--- config.mk ---
export PLATFORM = sky130hd
export DESIGN_NAME = dmem_ctrl_flat
export DESIGN_NICKNAME = d
export VERILOG_FILES = /design/src/rtl/dmem_pkg.sv /design/src/rtl/dmem_if.sv /design/src/rtl/dmem_array.sv /design/src/rtl/dmem_ctrl.sv /design/src/flat_wrapper.sv
export SDC_FILE = /design/constraint.sdc
export NUM_CORES = 2
export LEC_CHECK = 0
export CORE_ASPECT_RATIO = 0.5
export CORE_MARGIN = 4
export CORE_UTILIZATION = 40
export DETAILED_ROUTE_END_ITERATION = 7
export MAX_ROUTING_LAYER = met4
export PLACE_DENSITY_LB_ADDON = 0.08
export SYNTH_ARGS = -nofsm -noshare
export SYNTH_HDL_FRONTEND = slang
export SYNTH_HIERARCHICAL = 1
export SYNTH_SLANG_ARGS = --single-unit
--- constraint.sdc ---
create_clock -name clk -period 3.9 [get_ports clk]
set_input_delay 0.78 -clock clk [delete_from_list [all_inputs] [get_ports clk]]
set_output_delay 0.78 -clock clk [all_outputs]
set_load 0.02 [all_outputs]
--- src/rtl/dmem_pkg.sv ---
// rtl/dmem_pkg.sv - shared types and constants for the data memory controller
package dmem_pkg;

   typedef enum logic [1:0] {
      IDLE = 2'd0,
      WAIT = 2'd1,
      DONE = 2'd2
   } state_e;

   localparam int DEFAULT_DEPTH = 64;
   localparam int DEFAULT_LAT   = 2;

   // Byte-offset bits that must be zero for a legal word access.
   localparam logic [1:0] ALIGN_MASK = 2'b11;

   function automatic logic is_aligned(input logic [1:0] lo);
      return (lo & ALIGN_MASK) == 2'b00;
   endfunction

endpackage

--- src/rtl/dmem_if.sv ---
// rtl/dmem_if.sv - controller-side data memory bus
interface dmem_if #(
   parameter int n = 32
);
   logic         memread;
   logic         memwrite;
   logic [n-1:0] addr;
   logic [n-1:0] wdata;
   logic [n-1:0] readdata;
   logic         stall;
   logic         err;

   modport master (
      output memread, memwrite, addr, wdata,
      input  readdata, stall, err
   );

   modport slave (
      input  memread, memwrite, addr, wdata,
      output readdata, stall, err
   );
endinterface

--- src/rtl/dmem_array.sv ---
// rtl/dmem_array.sv - DEPTH x n storage, synchronous write, asynchronous read
module dmem_array #(
   parameter int n     = 32,
   parameter int DEPTH = 64
) (
   input  logic                     clk,
   input  logic                     we,
   input  logic [$clog2(DEPTH)-1:0] idx,
   input  logic [n-1:0]             wdata,
   output logic [n-1:0]             rdata
);
   logic [n-1:0] mem [DEPTH];

   // No reset: contents survive a controller reset.
   always_ff @(posedge clk) begin
      if (we) begin
         mem[idx] <= wdata;
      end
   end

   assign rdata = mem[idx];

endmodule

--- src/rtl/dmem_ctrl.sv ---
// rtl/dmem_ctrl.sv - multi-cycle data memory controller with stall and sticky error
module dmem_ctrl
   import dmem_pkg::*;
#(
   parameter int n     = 32,
   parameter int DEPTH = DEFAULT_DEPTH,
   parameter int LAT   = DEFAULT_LAT
) (
   input  logic clk,
   input  logic reset,
   dmem_if.slave bus
);
   localparam int AW = $clog2(DEPTH);
   localparam int CW = $clog2(LAT) + 1;

   state_e         state_q, state_d;
   logic [CW-1:0]  cnt_q, cnt_d;
   logic [AW-1:0]  idx_q, idx_d;
   logic [n-1:0]   wdata_q, wdata_d;
   logic           wr_q, wr_d;
   logic [n-1:0]   readdata_q, readdata_d;
   logic           err_q, err_d;

   logic           req;
   logic           in_idle;
   logic           valid_req;
   logic           misalign;
   logic           conflict;
   logic           finish;
   logic           arr_we;
   logic [n-1:0]   arr_rdata;

   // Address bits above the word index are intentionally ignored (wrap).
   logic           unused_addr_bits;
   assign unused_addr_bits = ^bus.addr[n-1:AW+2];

   dmem_array #(
      .n     (n),
      .DEPTH (DEPTH)
   ) u_array (
      .clk   (clk),
      .we    (arr_we),
      .idx   (idx_q),
      .wdata (wdata_q),
      .rdata (arr_rdata)
   );

   always_comb begin
      req       = bus.memread | bus.memwrite;
      in_idle   = (state_q == IDLE);
      valid_req = in_idle && req && is_aligned(bus.addr[1:0]);
      misalign  = in_idle && req && !is_aligned(bus.addr[1:0]);
      conflict  = in_idle && bus.memread && bus.memwrite;
      finish    = (state_q == WAIT) && (cnt_q == '0);
      arr_we    = finish && wr_q;

      state_d    = state_q;
      cnt_d      = cnt_q;
      idx_d      = idx_q;
      wdata_d    = wdata_q;
      wr_d       = wr_q;
      readdata_d = readdata_q;
      err_d      = err_q | misalign | conflict;

      case (state_q)
         IDLE: begin
            if (valid_req) begin
               state_d = WAIT;
               cnt_d   = CW'(LAT - 1);
               idx_d   = bus.addr[AW+1:2];
               wdata_d = bus.wdata;
               wr_d    = bus.memwrite;
            end
         end
         WAIT: begin
            if (cnt_q == '0) begin
               state_d = DONE;
               if (!wr_q) begin
                  readdata_d = arr_rdata;
               end
            end else begin
               cnt_d = cnt_q - CW'(1);
            end
         end
         DONE: begin
            state_d = IDLE;
         end
         default: begin
            state_d = IDLE;
         end
      endcase
   end

   always_ff @(posedge clk or posedge reset) begin
      if (reset) begin
         state_q    <= IDLE;
         cnt_q      <= '0;
         idx_q      <= '0;
         wdata_q    <= '0;
         wr_q       <= 1'b0;
         readdata_q <= '0;
         err_q      <= 1'b0;
      end else begin
         state_q    <= state_d;
         cnt_q      <= cnt_d;
         idx_q      <= idx_d;
         wdata_q    <= wdata_d;
         wr_q       <= wr_d;
         readdata_q <= readdata_d;
         err_q      <= err_d;
      end
   end

   // Stall goes high in the request cycle itself so the PC freezes at once.
   assign bus.stall    = valid_req || (state_q == WAIT);
   assign bus.readdata = readdata_q;
   assign bus.err      = err_q;

endmodule

--- src/flat_wrapper.sv ---
// flat-port wrapper written by rule: the top's interface ports become plain ports
module dmem_ctrl_flat import dmem_pkg::*;
#(
   parameter int n     = 32,
   parameter int DEPTH = DEFAULT_DEPTH,
   parameter int LAT   = DEFAULT_LAT
)
  (clk, reset, bus_memread, bus_memwrite, bus_addr, bus_wdata, bus_readdata, bus_stall, bus_err);
  dmem_if #(.n(n)) bus_i ();
  input  logic clk;
  input  logic reset;
  input wire logic [$bits(bus_i.memread)-1:0] bus_memread;
  input wire logic [$bits(bus_i.memwrite)-1:0] bus_memwrite;
  input wire logic [$bits(bus_i.addr)-1:0] bus_addr;
  input wire logic [$bits(bus_i.wdata)-1:0] bus_wdata;
  output wire logic [$bits(bus_i.readdata)-1:0] bus_readdata;
  output wire logic [$bits(bus_i.stall)-1:0] bus_stall;
  output wire logic [$bits(bus_i.err)-1:0] bus_err;
  assign bus_i.memread = bus_memread;
  assign bus_i.memwrite = bus_memwrite;
  assign bus_i.addr = bus_addr;
  assign bus_i.wdata = bus_wdata;
  assign bus_readdata = bus_i.readdata;
  assign bus_stall = bus_i.stall;
  assign bus_err = bus_i.err;
  dmem_ctrl #(.n(n), .DEPTH(DEPTH), .LAT(LAT)) u_core (.clk(clk), .reset(reset), .bus(bus_i));
endmodule
# Word-level counts from Yosys, hierarchy flattened
# Memory sizes are Yosys's and may differ from the RTL's. A register that Yosys moved wholly into a read port is not among the register bits.
# Index checks and enable logic that the tools add are counted.
# word_totals
regBits	44
ram_bits	2048
output_inout_bits	34
elab_cells	40
mem_count	1
# mem_list
name	depth	word_bits	rd	rd_clocked_by_memory_dff	write_ports	line	rtl
u_core.u_array.mem	64	32	1	1	1	dmem_array.sv:12	logic [n-1:0] mem [DEPTH];
# op_classes
add_sub_neg	1
eq_ne	4
mux	7
bitwise_logic	4
n_reduce_logical	17
# ops
op	count
one-hot mux 2 bit (2 select lines)	2
logical AND 1 bit	7
zero test 2 bit	3
2-to-1 mux 2 bit	3
!= test 2 bit, second input constant	3
AND reduction 3 bit	2
AND reduction 2 bit	2
OR 1 bit	3
equality test 2 x 1 -> 1 bit, second input constant	1
2-to-1 mux 1 bit	2
nonzero test 2 bit	1
subtractor 2 x 1 -> 2 bit, second input constant	1
zero test 1 bit	1
logical OR 1 bit	1
inverter 1 bit	1

# Longest topological paths before layout
# depth
ltp_word	5
depth_mapped	14
ltp_nobuf	7

# Cells and area by module
# Netlist, hierarchy kept.
# by_module_without_submodules
module	instances	cells_per_inst	area_each_um2
dmem_array	1	4207	78287.6
dmem_ctrl	1	179	3094.2

# Worst setup path after synthesis
# Ideal clock, no wire load.
# synth_path
path_kind	reg2reg
from	reg u_core.idx_q[2]
to	mem u_core.u_array.mem[11][0], enable pin
arrival_ns	3.177
required_time_ns	3.479
slack_ns	0.301
path_stages_with_launch	10
path_buffers	6
period_less_slack_ns	3.599
path_cell_list	dfrtp_1 buf_2 buf_2 buf_2 buf_2 buf_2 buf_2 nor2b_1 nand2_1 nor2_1
# synth_rtl
item	line	rtl
start: declaration	dmem_ctrl.sv:18	logic [AW-1:0] idx_q, idx_d;
start signal: assignment	dmem_ctrl.sv:106	idx_q <= idx_d;
end: declaration	dmem_array.sv:12	
# No word-level cell before the write port.

==> results_dict.tcl <==
set metrics [dict create \
    crit_path_start_kind "register" \
    final_core_util_pct 46.5 \
    synth_fp_nets 4455 \
    avgSynthCellArea_um2 18.6 \
    insertion_delay_ns 0.85 \
    path_cells "buf_4 > inv_1 > buf_4 > nor2_2 > buf_4 > a22oi_1 > a31oi_1 > a2111oi_1 > buf_4 > nand3_1 > mux2_4" \
    cpLargestDelayFamily "buffers and inverters" \
    detailedPlace.worstSlack_ns -0.205 \
    seqPwrFrac_pct 43.9 \
    final_layout_size_suffix_gt1_share_pct 20.5 \
    outcome "finished clean" \
    cts_max_level 4 \
    cp-startpoint "u_core/idx_q[2]$_DFFE_PP0P_" \
    swShare_pct 34.6 \
    grt_pass1_wl_um 330000 \
    gr-total-overflow 0 \
    switchingPower_mw 24.7 \
    die_h_um 327 \
    hold_buffers 0 \
    r2r_setup_slack_ns 0.18 \
    antenna_found_initial 8 \
    synth_cells 4386 \
    setup_violations 0 \
    async_reset_ff_share_pct 3.58 \
    cts_buffer_depth 4 \
    drv_cap 0 \
    cts_tree "done" \
    dr.pass1.iters 8 \
    tightest_slew_ns 1.33 \
    crit_cells 11 \
    max_freq_ghz 0.269 \
    cp_common_cell "buf_4" \
    stdcell_area_um2 93600 \
    cp.buffers_inverters 5 \
    gp_congestion 0.813 \
    ys.flop_type "edfxtp_1" \
    worstHoldPathType "primary input to asynchronous set/reset pin" \
    core_area_um2 201000 \
    arrival_ns 4.44 \
    dp_hpwl_um 140000 \
    grt_pass1_vias 43600 \
    fin_crit_sh_pct 95.3 \
    intPower_mw 46.7 \
    fp.dieW_um 646 \
    ir_worst_vdd_mv 0.510 \
    final_common_cell "edfxtp_1" \
    synth_seq_area_share_pct 77.9 \
    die_area_um2 211000 \
    report.final.slew_viol_count 0 \
    post_cts_resized 2 \
    final_nets 4726 \
    cts_root_buf "clkbuf_16" \
    worstRegToRegCells 11 \
    dpl.cell_count 7171 \
    ant_nets 0 \
    worstSetupEndpoint "u_core/bus.readdata[16]$_DFFE_PP0P_" \
    vias 43600 \
    static-leakage-power_nw 30.1 \
    final_cell_mix "2048 x edfxtp_1, 259 x mux2i_1, 240 x buf_4" \
    skew_ns 0.0531 \
    syn2layout_area_growth_pct 15.0 \
    place_area_um2 87700 \
    boundaryPins 102 \
    cp.required_ns 4.62 \
    r2r_start "u_core/idx_q[2]$_DFFE_PP0P_" \
    path_clk_slew_ns 0.07 \
    initial_core_util_pct 40.5 \
    multi_input_area_um2 17100 \
    hold_viol 0 \
    synth.distinct_cells 63 \
    cp_max_fo 37 \
    drt_iter0_markers 4491 \
    endpoint_kind "register" \
    whs_ns 0.340 \
    rsz0062_at_grt "no" \
    clock_power_share_pct 25.4 \
    wl_per_cell_um 31.1 \
    yosys_register_bits 2124 \
    r2r-end "u_core/bus.readdata[16]$_DFFE_PP0P_" \
    yosysWarningCount 6 \
    fin_ws_ns 0.182 \
    synth_edf_count 2048 \
    critPathKind "register to register" \
    power_mw 71.4 \
    io_buffers 77 \
    fin_crit_ns 3.72 \
    max-slew-margin-rel_pct 10.9 \
    syn_area_um2 81400 \
    nFillCells 17100 \
    rows 116 \
    track_usage_pct 22.4 \
    fin_cells 7520 \
    drc_errors 0 \
    wl_um 234000 \
    clock-sinks 2124 \
    numCtsBuffers 198 \
    crit_path_max_incr_delay_ns 0.70 \
    cp_slowest_cell "dfrtp_4" \
    p_per_area_nw_per_um2 763 \
    postCtsSetupBuffers 0 \
    pwr-share-comb_pct 30.7 \
    register_area_um2 63500 \
    tns_ns 0 \
    routed_via_density 5.80 \
    grt_start_max_net_pins 81 \
]
==> worst min path at each step <==
stage | start | to | slack (ns) | cells after the start
6_report | reset | u_core/bus.err$_DFF_PP0_ | 0.34 | 2
5_1_grt | reset | u_core/bus.err$_DFF_PP0_ | 0.34 | 2
4_1_cts | reset | u_core/bus.err$_DFF_PP0_ | 0.31 | 2
3_5_place_dp | u_core/bus.err$_DFF_PP0_ | u_core/bus.err$_DFF_PP0_ | 0.47 | 1
3_3_place_gp | u_core/bus.err$_DFF_PP0_ | u_core/bus.err$_DFF_PP0_ | 0.46 | 1
2_1_floorplan | u_core/idx_q[2]$_DFFE_PP0P_ | u_core/idx_q[2]$_DFFE_PP0P_ | 0.49 | 1
==> power groups by stage <==
stage	logic (mW)	clock network [mW]	registers (mW)
finish	21.9	18.1	31.4
global route	23.3	19.5	31.5
CTS	22.3	18.5	31.4
detailed placement	22.2	0	31.9
global placement	22.0	0	31.8
floorplan	11.8	0	31.4
==> synthesized netlist by cell type (33+ instances only) <==
library cell	count	area, um^2
a21oi_1	121	606
a221oi_1	175	1530
a22o_1	66	578
a22oi_1	188	1410
a31oi_1	43	269
and3_1	85	532
buf_1	33	124
buf_2	83	415
clkbuf_1	168	631
dfrtp_1	76	1900
edfxtp_1	2048	61500
mux2_2	188	2120
mux2i_1	259	2590
mux4_2	96	2160
nand3_1	54	270
nor2_1	146	548
o21ai_0	87	435
o22a_1	70	613
o22ai_1	94	588
==> flip-flops by register name, indices dropped and copies added (netlist names) <==
register	count
u_core/wr_q	1
u_core/bus.readdata	32
u_core/wdata_q	32
u_core/cnt_q	2
u_core/idx_q	6
u_core/state_q	2
u_core/bus.err	1
u_core/u_array/mem	2048
==> worst register-to-register path, cell delays in order (launching register included) <==
cell	delay, ns
dfrtp_4	0.70
buf_4	0.34
inv_1	0.08
buf_4	0.37
nor2_2	0.12
buf_4	0.30
a22oi_1	0.28
a31oi_1	0.18
a2111oi_1	0.62
buf_4	0.21
nand3_1	0.13
mux2_4	0.29
==> kinds of logic (layout without fill, tap and decap cells) <==
group	Yosys count	in the layout	share of synthesized area (%)
AOI/OAI and AO/OA	941	941	8.47
adders and majority gates	1	1	0.0154
buffers and inverters	312	727	1.80
DFF	2124	2124	77.9
muxes	573	573	9.00
other	0	5	0
and+or+nand+nor	435	435	2.81
==> metal layers <==
layer,GRT usage (%),vias up,part of all wire (%)
met5,-,-,0
met4,5.43,0,2.5
met3,3.50,324,6.1
met2,34.8,1426,47
met1,31.3,23200,44
li1,-,18700,-
==> cell type report <==
type / instances / area share, %
clock inverters: 75 / 0.539
flip-flops and latches: 2124 / 67.8
diodes: 5 / 0.0134
repair buffers: 377 / 4.02
multi-input cells: 1950 / 18.3
inverters: 6 / 0.0348
well taps: 2714 / 3.63
clock buffers: 269 / 5.68
Power figures use the tool's default switching activity.
